### src/rtl/entrada_time_ctrl.sv
// Time-entry controller: debounced-edge mode/inc buttons drive a RUN/SET_H/SET_M/SET_S
// FSM with idle timeout. Define ENTRADA_TIME_AUTO_REPEAT_EN to enable auto-repeat on a held inc.
module entrada_time_ctrl #(
  parameter int TIMEOUT      = 50,
  parameter int REPEAT_DELAY = 16,
  parameter int REPEAT_RATE  = 4
) (
  input  logic       Hz,
  input  logic       rst_n,
  input  logic       mode,
  input  logic       inc,
  output logic       sel,
  output logic       Q_h,
  output logic       Q_m,
  output logic       Q_s,
  output logic [1:0] field
);

  typedef enum logic [1:0] {
    RUN   = 2'b00,
    SET_H = 2'b01,
    SET_M = 2'b10,
    SET_S = 2'b11
  } state_t;

  localparam int TW = (TIMEOUT > 1) ? $clog2(TIMEOUT) : 1;
  localparam logic [TW-1:0] T_LAST = TW'(TIMEOUT - 1);

  state_t        state;
  logic [TW-1:0] tcnt;
  logic [2:0]    mode_sh;
  logic [2:0]    inc_sh;
  logic [1:0]    warm;
  logic          mode_armed;
  logic          inc_armed;
  logic          mode_edge;
  logic          inc_edge;
  logic          rep_pulse;
  logic          inc_fire;

  // [0],[1] synchronize, [2] is the previous synchronized value. A button only becomes
  // armed once it has been seen low after the synchronizer has refilled out of reset,
  // so a button held across reset release never yields an edge.
  always_ff @(posedge Hz or negedge rst_n) begin
    if (!rst_n) begin
      mode_sh    <= '0;
      inc_sh     <= '0;
      warm       <= '0;
      mode_armed <= 1'b0;
      inc_armed  <= 1'b0;
    end else begin
      mode_sh    <= {mode_sh[1:0], mode};
      inc_sh     <= {inc_sh[1:0], inc};
      warm       <= {warm[0], 1'b1};
      mode_armed <= mode_armed | (warm[1] & ~mode_sh[1]);
      inc_armed  <= inc_armed | (warm[1] & ~inc_sh[1]);
    end
  end

  assign mode_edge = mode_sh[1] & ~mode_sh[2] & mode_armed;
  assign inc_edge  = inc_sh[1] & ~inc_sh[2] & inc_armed;
  assign inc_fire  = inc_edge | rep_pulse;

`ifdef ENTRADA_TIME_AUTO_REPEAT_EN
  localparam int RMAX = (REPEAT_DELAY > REPEAT_RATE) ? REPEAT_DELAY : REPEAT_RATE;
  localparam int RW   = (RMAX > 1) ? $clog2(RMAX) : 1;

  logic [RW-1:0] rcnt;
  logic [RW-1:0] rep_target;
  logic          rep_on;
  logic          rep_fast;

  // First repeat waits REPEAT_DELAY after the initial pulse, later ones REPEAT_RATE apart.
  assign rep_target = rep_fast ? RW'(REPEAT_RATE - 1) : RW'(REPEAT_DELAY - 1);
  assign rep_pulse  = rep_on & inc_sh[1] & (rcnt == rep_target);

  always_ff @(posedge Hz or negedge rst_n) begin
    if (!rst_n) begin
      rcnt     <= '0;
      rep_on   <= 1'b0;
      rep_fast <= 1'b0;
    end else if (mode_edge || !inc_sh[1] || state == RUN) begin
      rcnt     <= '0;
      rep_on   <= 1'b0;
      rep_fast <= 1'b0;
    end else if (inc_edge) begin
      rcnt     <= '0;
      rep_on   <= 1'b1;
      rep_fast <= 1'b0;
    end else if (rep_pulse) begin
      rcnt     <= '0;
      rep_fast <= 1'b1;
    end else if (rep_on) begin
      rcnt <= rcnt + RW'(1);
    end
  end
`else
  // Repeat timing is inert without auto-repeat; this folds to a constant 0.
  assign rep_pulse = (REPEAT_DELAY < 0) && (REPEAT_RATE < 0);
`endif

  function automatic state_t next_state(input state_t s);
    case (s)
      RUN:     next_state = SET_H;
      SET_H:   next_state = SET_M;
      SET_M:   next_state = SET_S;
      default: next_state = RUN;
    endcase
  endfunction

  // Priority: mode edge, then inc/repeat pulse, then timeout. An inc edge coinciding
  // with a mode edge is dropped; a Q pulse already registered finishes on its own.
  always_ff @(posedge Hz or negedge rst_n) begin
    if (!rst_n) begin
      state <= RUN;
      sel   <= 1'b0;
      Q_h   <= 1'b0;
      Q_m   <= 1'b0;
      Q_s   <= 1'b0;
      tcnt  <= '0;
    end else begin
      Q_h <= 1'b0;
      Q_m <= 1'b0;
      Q_s <= 1'b0;
      if (mode_edge) begin
        state <= next_state(state);
        sel   <= (state != SET_S);
        tcnt  <= '0;
      end else if (state == RUN) begin
        tcnt <= '0;
      end else if (inc_fire) begin
        Q_h  <= (state == SET_H);
        Q_m  <= (state == SET_M);
        Q_s  <= (state == SET_S);
        tcnt <= '0;
      end else if (tcnt == T_LAST) begin
        state <= RUN;
        sel   <= 1'b0;
        tcnt  <= '0;
      end else begin
        tcnt <= tcnt + TW'(1);
      end
    end
  end

  assign field = state;

endmodule

### config.mk
export PLATFORM = sky130hd
export DESIGN_NAME = entrada_time_ctrl
export DESIGN_NICKNAME = d
export VERILOG_FILES = /design/src/rtl/entrada_time_ctrl.sv
export SDC_FILE = /design/constraint.sdc
export NUM_CORES = 1
export LEC_CHECK = 0
export CORE_MARGIN = 5
export CORE_UTILIZATION = 47
export CTS_CLUSTER_DIAMETER = 50
export CTS_CLUSTER_SIZE = 40
export DETAILED_ROUTE_END_ITERATION = 10
export PLACE_DENSITY_LB_ADDON = 0.1
export SYNTH_ARGS = -nofsm -noshare
export SYNTH_HDL_FRONTEND = slang
export SYNTH_SLANG_ARGS = --single-unit
### constraint.sdc
create_clock -name Hz -period 1.35 [get_ports Hz]
set_clock_uncertainty 0.1 [all_clocks]
set_input_delay 0.27 -clock Hz [delete_from_list [all_inputs] [get_ports Hz]]
set_output_delay 0.27 -clock Hz [all_outputs]
set_load 0.02 [all_outputs]
---- Word-level counts from Yosys, hierarchy flattened ----
Index checks and enable logic that the tools add are counted.
word-level totals
  bits in read-only memories .............. 0
  register bits ........................... 22
  latch bits .............................. 0
  bits in writable memories ............... 0
  logic and storage cells ................. 56
  bits of input ports ..................... 4
  memories ................................ 0
  output and inout bits ................... 6
cells by class
  bitwise gates (word level) .............. 12
  shift-type cells ........................ 0
  add/sub/neg operators ................... 1
  reductions and logical operators ........ 3
  mux-type cells .......................... 22
  eq/ne operators ......................... 7
  multipliers ............................. 0
  magnitude comparators ................... 0
  div/mod/pow operators ................... 0
operator list
  operator               count
  $mux W6                4
  $mux W1                13
  $mux W2                4
  $add A6 B1 Y6 const B  1
  $and A1 B1 Y1          6
  $eq A6 B6 Y1 const B   1
  $ne A2 B2 Y1 const B   3
  $pmux W2 S3            1
  $eq A2 B2 Y1 const B   2
  $not A1 Y1             4
  $reduce_and A3 Y1      1
  $eq A2 B1 Y1 const B   1
  $logic_not A2 Y1       1
  $or A1 B1 Y1           2
  $reduce_bool A2 Y1     1

---- Longest topological paths before layout ----
Gate-level depths: netlist of the first run.
  depth after elaboration ................. 6
  depth in mapped cells ................... 5
  mapped depth without buffers ............ 5

---- Worst setup path after synthesis of the first run ----
No wires, ideal clock.
  kind .................................... flip-flop to flip-flop
  start ................................... register state[0], in the netlist field[0]
  end ..................................... register state[0], in the netlist field[0]
  data arrival time ....................... 1.237 ns
  stages on the path, launching flop included .. 5
  setup time .............................. 0.131 ns
  clock period less this slack ............ 1.468 ns
  slack ................................... -0.118 ns
  path buffers ............................ 0
  data required time ...................... 1.119 ns
  cell sequence ........................... dfrtp_1 -> inv_1 -> ha_1 -> nor4_2 -> a211oi_2
on the way
  longest elaborated chain between the ends .. 3
  elaborated cells between the ends (all ways) .. 7
  those cells by class .................... eq/ne (3); mux (2); reduce/logical (2)
ends and longest elaborated chain
  item                                                 line  text
  start: declaration                                   29    state_t state;
  start signal: assignment                             126   state <= next_state(state);
  $eq A2 B2 Y1, or another cell as far along           103   case (s)
  $pmux W2 S3 / $ne A2 B2 Y1 (equally long branches)   --
  $mux W2 / $reduce_and A3 Y1 (equally long branches)  --
Several ways; a longest one is shown, not always the timed one.
A chain may end at the register's enable or synchronous reset.

---- Worst setup path after layout of the first run ----
  start ................................... register Q_m
  end ..................................... output Q_m
RTL lines
  item                      line  text
  start: declaration        14    output logic Q_m,
  start signal: assignment  133   Q_m <= (state == SET_M);
No word-level cell between the ends.

==> results.sh, run 1 <==
export IMPL_initial_core_util=0.4783
export IMPL_die_h_um=53.99
export IMPL_final_common_cell="dfrtp_1"
export IMPL_dp_hpwl_um=960.9
export IMPL_maxClockFrequency_ghz=0.7665
export IMPL_ys_types=23
export IMPL_seqCellArea_um2=553.0
export IMPL_yosysTopAreaCellShare=0.6052
export IMPL_first_pass_iters=1
export IMPL_worstPathArrival_ns=0.93
export IMPL_slew_viol_final=0
export IMPL_path_clk_slew_ns=0.12
export IMPL_seq_area_frac_synth=0.6052
export IMPL_first_iter_violations=0
export IMPL_clock_path_buffers=2
export IMPL_yosys_top_cells_area="dfrtp_1, ha_1, nor2_1"
export IMPL_criticalPathCategory="flip-flop to primary output"
export IMPL_syn_num_nets=79
export IMPL_top_layer="met4"
export IMPL_multi_input_area_um2=370.4
export IMPL_grt_max_degree=23
export IMPL_cp_depth=1
export IMPL_port_buffers=9
export IMPL_hold_viol=0
export IMPL_final_nets=96
export IMPL_die_w_um=53.99
export IMPL_dr_wl_met2_um=604
export IMPL_reg2reg_depth=5
export IMPL_whs_ns=0.1793
export IMPL_setup_tns_ns=0
export IMPL_grt_overflow_total=0
export IMPL_p_per_area_mw_per_mm2=1621
export IMPL_critPathLaunchType="flip-flop"
export IMPL_core_area_mm2=0.001902
export IMPL_finalCritPeriodShare=0.9664
export IMPL_ff2ff_setup_slack_ns=0.09
export IMPL_timing_final_crit_period_ns=1.305
export IMPL_antenna_found_initial=0
export IMPL_met1_length_um=573
export IMPL_layout_common_cells="dfrtp_1, nor2_1, inv_1, nand2_1, ha_1"
export IMPL_synth_seq_cells=22
export IMPL_holdBufCountCts=0
export IMPL_antenna_diode_count=0
export IMPL_cp_top_family="flip-flops"
export IMPL_wl_per_cell_um=11.49
export IMPL_cap_violations=0
export IMPL_clock_sinks=22
export IMPL_vias=528
export IMPL_crit_buf_inv=1
export IMPL_dp_cells=107
export IMPL_worstSkewPairLatency_ns=0.31
export IMPL_cts_tree="built"
export IMPL_syn_area_per_cell_um2=13.18
export IMPL_die_area_mm2=0.002915
export IMPL_rows=16
export IMPL_worst_path_largest_cell_delay_ns=0.38
export IMPL_syn_inst=69
export IMPL_crit_path_end_kind="primary output"
export IMPL_hold_path_class="input port to asynchronous set/reset pin"
export IMPL_antenna_left=0
export IMPL_crit_chain="clkdlybuf4s15_2"
export IMPL_status="complete, no violations"
export IMPL_p_leak_nw=0.5233
export IMPL_place_gp_congestion=0.7502
export IMPL_clockRootBuffer="clkbuf_4"
export IMPL_final_layout_size_suffix_gt1_frac=0.3176
export IMPL_numCtsBuffers=3
export IMPL_wl_met3_um=89
export IMPL_wl_um=1287
export IMPL_worstPathRequired_ns=0.98
export IMPL_syn2layout_area_growth_pct=24.21
export IMPL_setup_violations=0
export IMPL_num_fill_cells=161
export IMPL_pin_count=10
export IMPL_yosys_warnings=0
export IMPL_htree_levels=1
export IMPL_crit_fanout=1
export IMPL_remaining_drc_errors=0
export IMPL_track_usage=0.1164
export IMPL_ir_worst_vdd_uv=892.0
export IMPL_fin_cells=112
export IMPL_grt_pass1_vias=550
export IMPL_cp_slowest_cell="dfrtp_1"
export IMPL_grt_pass1_wl_um=2318
export IMPL_post_synth_top_area_cell="dfrtp_1"
export IMPL_syn_cell_area_um2=909.6
export IMPL_detail_route_vias_per_cell=4.714
[power by group]
group | internal, mW | leakage (nW) | switching [mW]
combinational | 0.229 | 0.228 | 0.296
sequential | 0.750 | 0.267 | 0.0610
clock | 0.300 | 0.0279 | 0.196
[Yosys cell counts]
cell / instances
nor2_2: 3
xnor2_1: 2
ha_1: 6
and3_1: 3
nor2_1: 6
o22ai_1: 1
o31ai_1: 1
xor2_1: 2
nor2_4: 1
nand3b_1: 1
nand2_1: 4
inv_1: 5
nor3_1: 1
nand3_1: 2
dfrtp_1: 22
and3b_4: 1
conb_1: 1
nand3b_4: 1
a21o_1: 2
a211oi_2: 1
nand4_4: 1
nor3_2: 1
nor4_2: 1
[cell families after synthesis]
logic type / share of synthesized area
buffers and inverters: 0.02063
adder cells (fa/ha/maj): 0.08253
other: 0.004123
flip-flops: 0.6052
AND/OR/NAND/NOR: 0.2036
XOR/XNOR: 0.03852
AO/OA/AOI/OAI: 0.04539
[repair_timing]
action / 4_1_cts / 5_1_grt
setup endpoints to repair: 6 / 6
resized for setup: 18 / 7
buffers inserted: 1 / 0
pin swaps: 0 / 1
[stage by stage]
stage	utilization	area [um^2]	power, mW	worst slack, ns
after CTS	0.5882	1119	1.819	0.0004190
after global routing	0.5941	1130	1.964	-0.01755
after detailed placement	0.5605	1066	1.335	0.006091
final	0.5941	1130	1.832	0.04532
after floorplan	-	914.6	1.136	0.02247
after global placement	0.5605	1066	1.322	0.01595
[worst register-to-register path: stages (launching register included)]
cell,delay (ns)
dfrtp_1,0.41
inv_1,0.06
ha_2,0.18
nand4_4,0.15
nor3_4,0.17
o22ai_1,0.09
[state kept, by name (all words and copies together), names as in the netlist]
signal,cells
Q_h,1
Q_m,1
Q_s,1
field,2
inc_armed,1
inc_sh,3
mode_armed,1
mode_sh,3
sel,1
tcnt,6
warm,2
[layer usage]
metal,vias up,track usage
li1,259,-
met1,255,0.1329
met2,10,0.1815
met3,4,0.06094
met4,0,0.04979
met5,-,0
[final cells by class]
class,instances,area share
Sequential cell,22,0.4895
Multi-Input combinational cell,42,0.3278
Timing Repair Buffer,12,0.08970
Tap cell,27,0.02990
Clock inverter,1,0.02658
Clock buffer,3,0.01993
Inverter,5,0.01661
[worst paths after layout]
path | start | to
worst min register to register | inc_sh[0]$_DFF_PN0_ | inc_sh[1]$_DFF_PN0_
max in group asynchronous | rst_n | field[1]$_DFFE_PN0P_
worst min-delay path | rst_n | Q_m$_DFF_PN0_
min in group Hz | inc_sh[0]$_DFF_PN0_ | inc_sh[1]$_DFF_PN0_
worst max-delay path | Q_m$_DFF_PN0_ | Q_m
worst max register to register | tcnt[1]$_DFF_PN0_ | sel$_DFFE_PN0P_
(Power assumes the default switching activity.)
==> run 2, diff against run 1 <==
CORE_UTILIZATION = 51   (was 47)
CTS_BUF_LIST = sky130_fd_sc_hd__clkbuf_2   (was not set)
==> results.sh, run 2 (synthesis results as in run 1) <==
export IMPL_status="complete, no violations"
export IMPL_startpoint="tcnt[1]$_DFF_PN0_"
export IMPL_die_area_mm2=0.002728
export IMPL_grt_overflow_total=0
export IMPL_port_buffers=9
export IMPL_p_leak_nw=0.5328
export IMPL_setup_tns_ns=0
export IMPL_seqPwrFrac=0.484
export IMPL_combPwrFrac=0.367
export IMPL_clockRootBuffer="clkbuf_2"
export IMPL_slew_viol_final=0
export IMPL_rsz0062_at_grt="true"
export IMPL_detail_route_vias_per_cell=4.867
export IMPL_p_per_area_mw_per_mm2=1515
export IMPL_initial_core_util=0.5326
export IMPL_rows=15
export IMPL_antenna_left=0
export IMPL_timing_final_crit_period_ns=1.323
export IMPL_vias=550
export IMPL_maxClockFrequency_ghz=0.7558
export IMPL_antenna_found_initial=0
export IMPL_finalCritPeriodShare=0.9801
export IMPL_die_w_um=52.23
export IMPL_worstPathArrival_ns=1.45
export IMPL_stdcell_area_mm2=0.001132
export IMPL_hold_path_class="input port to asynchronous set/reset pin"
export IMPL_seqCellArea_um2=554.3
export IMPL_hold_viol=0
export IMPL_ir_worst_vdd_uv=974.8
export IMPL_die_h_um=52.23
export IMPL_final_nets=99
export IMPL_grt_pass1_wl_um=2283
export IMPL_whs_ns=0.1624
export IMPL_largest_registers="tcnt x6, inc_sh x3, mode_sh x3"
export IMPL_remaining_drc_errors=0
export IMPL_p_switching_uw=592.8
export IMPL_wl_per_cell_um=12.11
export IMPL_wl_um=1368
export IMPL_criticalPathCategory="flip-flop to flip-flop"
export IMPL_place_gp_congestion=0.7661
export IMPL_num_fill_cells=115
export IMPL_cap_violations=0
export IMPL_pwr_share_clk=0.149
export IMPL_ff2ff_setup_slack_ns=0.03
export IMPL_crit_fanout=3
export IMPL_multi_input_area_um2=387.9
export IMPL_htree_levels=1
export IMPL_setup_violations=0
export IMPL_p_int_mw=1.122
export IMPL_clock_sinks=22
export IMPL_final_common_cell="dfrtp_1"
export IMPL_crit_path_end_kind="flip-flop"
export IMPL_dp_hpwl_um=938.8
export IMPL_largest_register_ffs=6
export IMPL_worstPathRequired_ns=1.48
export IMPL_grt_pass1_vias=529
export IMPL_p_sw_frac=0.3456
export IMPL_first_pass_iters=2
export IMPL_clock_path_buffers=2
export IMPL_core_area_mm2=0.001708
export IMPL_dpl_cell_area_mm2=0.001059
export IMPL_worstSkewPairLatency_ns=0.32
export IMPL_antenna_diode_count=0
export IMPL_grt_max_degree=23
export IMPL_track_usage=0.1205
export IMPL_syn2layout_area_growth_pct=24.48
export IMPL_first_iter_violations=5
export IMPL_cts_tree="built"
export IMPL_critPathLaunchType="flip-flop"
export IMPL_crit_reg2reg_launch="tcnt[1]$_DFF_PN0_"
export IMPL_regMostFlops="tcnt"
export IMPL_path_clk_slew_ns=0.19
export IMPL_layout_common_cells="dfrtp_1, nor2_2, buf_4"
export IMPL_final_layout_size_suffix_gt1_frac=0.4091
export IMPL_numCtsBuffers=3
export IMPL_pin_count=10
-- run 2: cell count changes in the layout (fill, tap and decap cells not counted), moves of 2 or more --
cell	change
buf_4	+3
buf_6	+3
clkbuf_4	-3
inv_1	-2
inv_2	+2
nor2_1	-2
nor2_2	+2
-- run 2: layout make-up --
type | count | share of cell area
clock buffers | 3 | 0.01326
clock inverters | 1 | 0.003315
inverters | 5 | 0.01657
multi-input cells | 42 | 0.3425
flip-flops and latches | 22 | 0.4895
well taps | 25 | 0.02762
repair buffers | 15 | 0.1072
-- run 2: worst paths after layout --
check | end | cells past startpoint
hold reg to reg | mode_sh[1]$_DFF_PN0_ | 0
max in group asynchronous | field[0]$_DFFE_PN0P_ | 2
hold / removal | tcnt[5]$_DFF_PN0_ | 2
min in group Hz | inc_sh[0]$_DFF_PN0_ | 1
setup reg to reg | sel$_DFFE_PN0P_ | 5
setup / recovery | sel$_DFFE_PN0P_ | 5
-- run 2: per-stage QoR --
step	setup WS [ns]	util	instances	total power, mW
2_1_floorplan	0.02247	-	69	1.136
3_3_place_gp	0.03911	0.6198	106	1.335
3_5_place_dp	0.02611	0.6198	106	1.348
4_1_cts	0.01039	0.6132	110	1.569
5_1_grt	-0.02016	0.6630	113	1.842
6_report	0.02689	0.6630	113	1.715
-- run 2: metal layers --
| metal | vias up | track usage | routed length (um) |
|---|---|---|---|
| met5 | - | 0 | 0 |
| met4 | 0 | 0.06383 | 22 |
| met3 | 3 | 0.03704 | 63 |
| met2 | 10 | 0.1820 | 664 |
| met1 | 268 | 0.1546 | 618 |
| li1 | 269 | - | - |
-- run 2: worst max-delay path: stages (launching register included) --
cell and delay (ns):
dfrtp_1 0.45, inv_2 0.08, ha_4 0.13, nand4_4 0.12
nor3_4 0.26, o22ai_2 0.09
-- run 2: power groups by stage --
stage	clock network (mW)	registers (mW)	logic [mW]
6_report	0.255	0.830	0.630
3_5_place_dp	0	0.824	0.523
4_1_cts	0.273	0.809	0.488
2_1_floorplan	0	0.880	0.256
3_3_place_gp	0	0.819	0.516
5_1_grt	0.300	0.847	0.694
-- run 2: repair_timing --
action                                  CTS  global route
endpoints found under the setup margin    6             9
gates resized for setup                  24            16
hold buffers                              0             0
pin swaps                                 0             4
buffers inserted                          0             3
==> run 3, diff against run 2 <==
CORE_UTILIZATION = 55   (was 51)
SLEW_MARGIN = 40   (was not set)
clock period = 1.5 ns   (was 1.35 ns; I/O delays follow)
==> results.sh, run 3 (synthesis results as in run 1) <==
export IMPL_status="complete, no violations"
export IMPL_fin_cells=102
export IMPL_wl_met3_um=71
export IMPL_antenna_diode_count=0
export IMPL_dp_hpwl_um=898.7
export IMPL_worstPathRequired_ns=1.10
export IMPL_grt_pass1_wl_um=2401
export IMPL_htree_levels=1
export IMPL_crit_chain="dlygate4sd2_1"
export IMPL_first_iter_violations=4
export IMPL_remaining_drc_errors=0
export IMPL_antenna_left=0
export IMPL_slew_viol_final=0
export IMPL_seqCellArea_um2=550.5
export IMPL_numCtsBuffers=3
export IMPL_finalCritPeriodShare=0.9481
export IMPL_setup_violations=0
export IMPL_worstSkewPairLatency_ns=0.31
export IMPL_pin_count=10
export IMPL_whs_ns=0.2041
export IMPL_multi_input_area_um2=342.8
export IMPL_core_area_mm2=0.001541
export IMPL_wl_um=1209
export IMPL_p_per_area_mw_per_mm2=1306
export IMPL_crit_fanout=1
export IMPL_maxClockFrequency_ghz=0.7032
export IMPL_final_layout_size_suffix_gt1_frac=0.2326
export IMPL_initial_core_util=0.5901
export IMPL_reg2reg_depth=4
export IMPL_grt_pass1_vias=547
export IMPL_die_w_um=50.67
export IMPL_crit_path_end_kind="primary output"
export IMPL_crit_buf_inv=1
export IMPL_place_gp_congestion=0.7746
export IMPL_startpoint="Q_m$_DFF_PN0_"
export IMPL_grt_max_degree=23
export IMPL_top_layer="met4"
export IMPL_setup_tns_ns=0
export IMPL_p_leak_nw=0.5248
export IMPL_antenna_found_initial=0
export IMPL_cts_tree="built"
export IMPL_largest_register_ffs=6
export IMPL_final_common_cell="dfrtp_1"
export IMPL_met1_length_um=577
export IMPL_criticalPathCategory="flip-flop to primary output"
export IMPL_layout_common_cells="dfrtp_1, nor2_1, inv_1, ha_1, clkbuf_2"
export IMPL_dr_wl_met2_um=549
export IMPL_detail_route_vias_per_cell=5.216
export IMPL_first_pass_iters=3
export IMPL_rsz0062_at_grt="false"
export IMPL_critPathLaunchType="flip-flop"
export IMPL_die_area_mm2=0.002567
export IMPL_crit_reg2reg_launch="field[1]$_DFFE_PN0P_"
export IMPL_dp_cells=95
export IMPL_clockRootBuffer="clkbuf_2"
export IMPL_num_fill_cells=123
export IMPL_die_h_um=50.67
export IMPL_hold_path_class="input port to asynchronous set/reset pin"
export IMPL_syn2layout_area_growth_pct=16.23
export IMPL_path_clk_slew_ns=0.19
export IMPL_grt_overflow_total=0
export IMPL_track_usage=0.1232
export IMPL_port_buffers=9
export IMPL_hold_viol=0
export IMPL_clock_sinks=22
export IMPL_ir_worst_vdd_uv=781.2
export IMPL_worst_path_largest_cell_delay_ns=0.40
export IMPL_cap_violations=0
export IMPL_vias=532
export IMPL_cp_slowest_cell="dfrtp_1"
export IMPL_largest_registers="tcnt x6, inc_sh x3, mode_sh x3"
export IMPL_cp_depth=1
export IMPL_timing_final_crit_period_ns=1.422
export IMPL_worstPathArrival_ns=1.02
export IMPL_regMostFlops="tcnt"
export IMPL_rows=14
export IMPL_wl_per_cell_um=11.85
export IMPL_holdBufCountCts=0
export IMPL_final_nets=97
export IMPL_clock_path_buffers=2
export IMPL_cp_top_family="flip-flops"
## run 3: cell types whose count changed in the layout (fill, tap and decap cells not counted), sizes merged
cell           before  now
clkdlybuf4s15       0    1
dlygate4sd2         0    3
buf                12    4
clkbuf              3    5
## run 3: path summary, 6_finish.rpt
| kind | endpoint | slack (ns) |
|---|---|---|
| max in group asynchronous | tcnt[2]$_DFF_PN0_ | 0.87 |
| max reg2reg | field[0]$_DFFE_PN0P_ | 0.18 |
| min | field[1]$_DFFE_PN0P_ | 0.20 |
| min reg2reg | inc_sh[1]$_DFF_PN0_ | 0.26 |
| max | Q_m | 0.08 |
| min in group Hz | inc_sh[1]$_DFF_PN0_ | 0.26 |
## run 3: metal layers
layer  up-vias  track usage
met4         0      0.05106
met5         -            0
met2         9       0.1901
li1        263            -
met1       258       0.1594
met3         2      0.03846
## run 3: repair_timing
| item | 4_1_cts | 5_1_grt |
|---|---|---|
| gates resized for setup | 7 | 5 |
| endpoints found under the setup margin | 6 | 8 |
| buffers inserted | 1 | 2 |
| gates cloned | 0 | 0 |
## run 3: where the power goes
group	switching [mW]	internal (mW)
Sequential	0.0570	0.670
Clock	0.161	0.0580
Combinational	0.241	0.193
## run 3: layout make-up
cell class / instances / area share
clock buffers: 3 / 0.01420
clock inverters: 1 / 0.003550
inverters: 5 / 0.01775
multi-input cells: 42 / 0.3243
flip-flops and latches: 22 / 0.5207
well taps: 16 / 0.01893
repair buffers: 13 / 0.1006
## run 3: through the flow
| step | setup slack [ns] | utilization | total power, mW | instance area (um^2) |
|---|---|---|---|---|
| finish | 0.07783 | 0.6859 | 1.381 | 1057 |
| CTS | 0.01809 | 0.6794 | 1.380 | 1047 |
| global route | 0.0009427 | 0.6859 | 1.492 | 1057 |
| detailed placement | 0.09291 | 0.6664 | 1.167 | 1027 |
| floorplan | 0.03185 | - | 1.012 | 909.6 |
| global placement | 0.1191 | 0.6664 | 1.158 | 1027 |
## run 3: worst register-to-register path, cell delays in order (launching register included)
cell and delay (ns):
dfrtp_1 0.43, inv_1 0.09, ha_2 0.22, nor4_2 0.32
a211oi_2 0.07
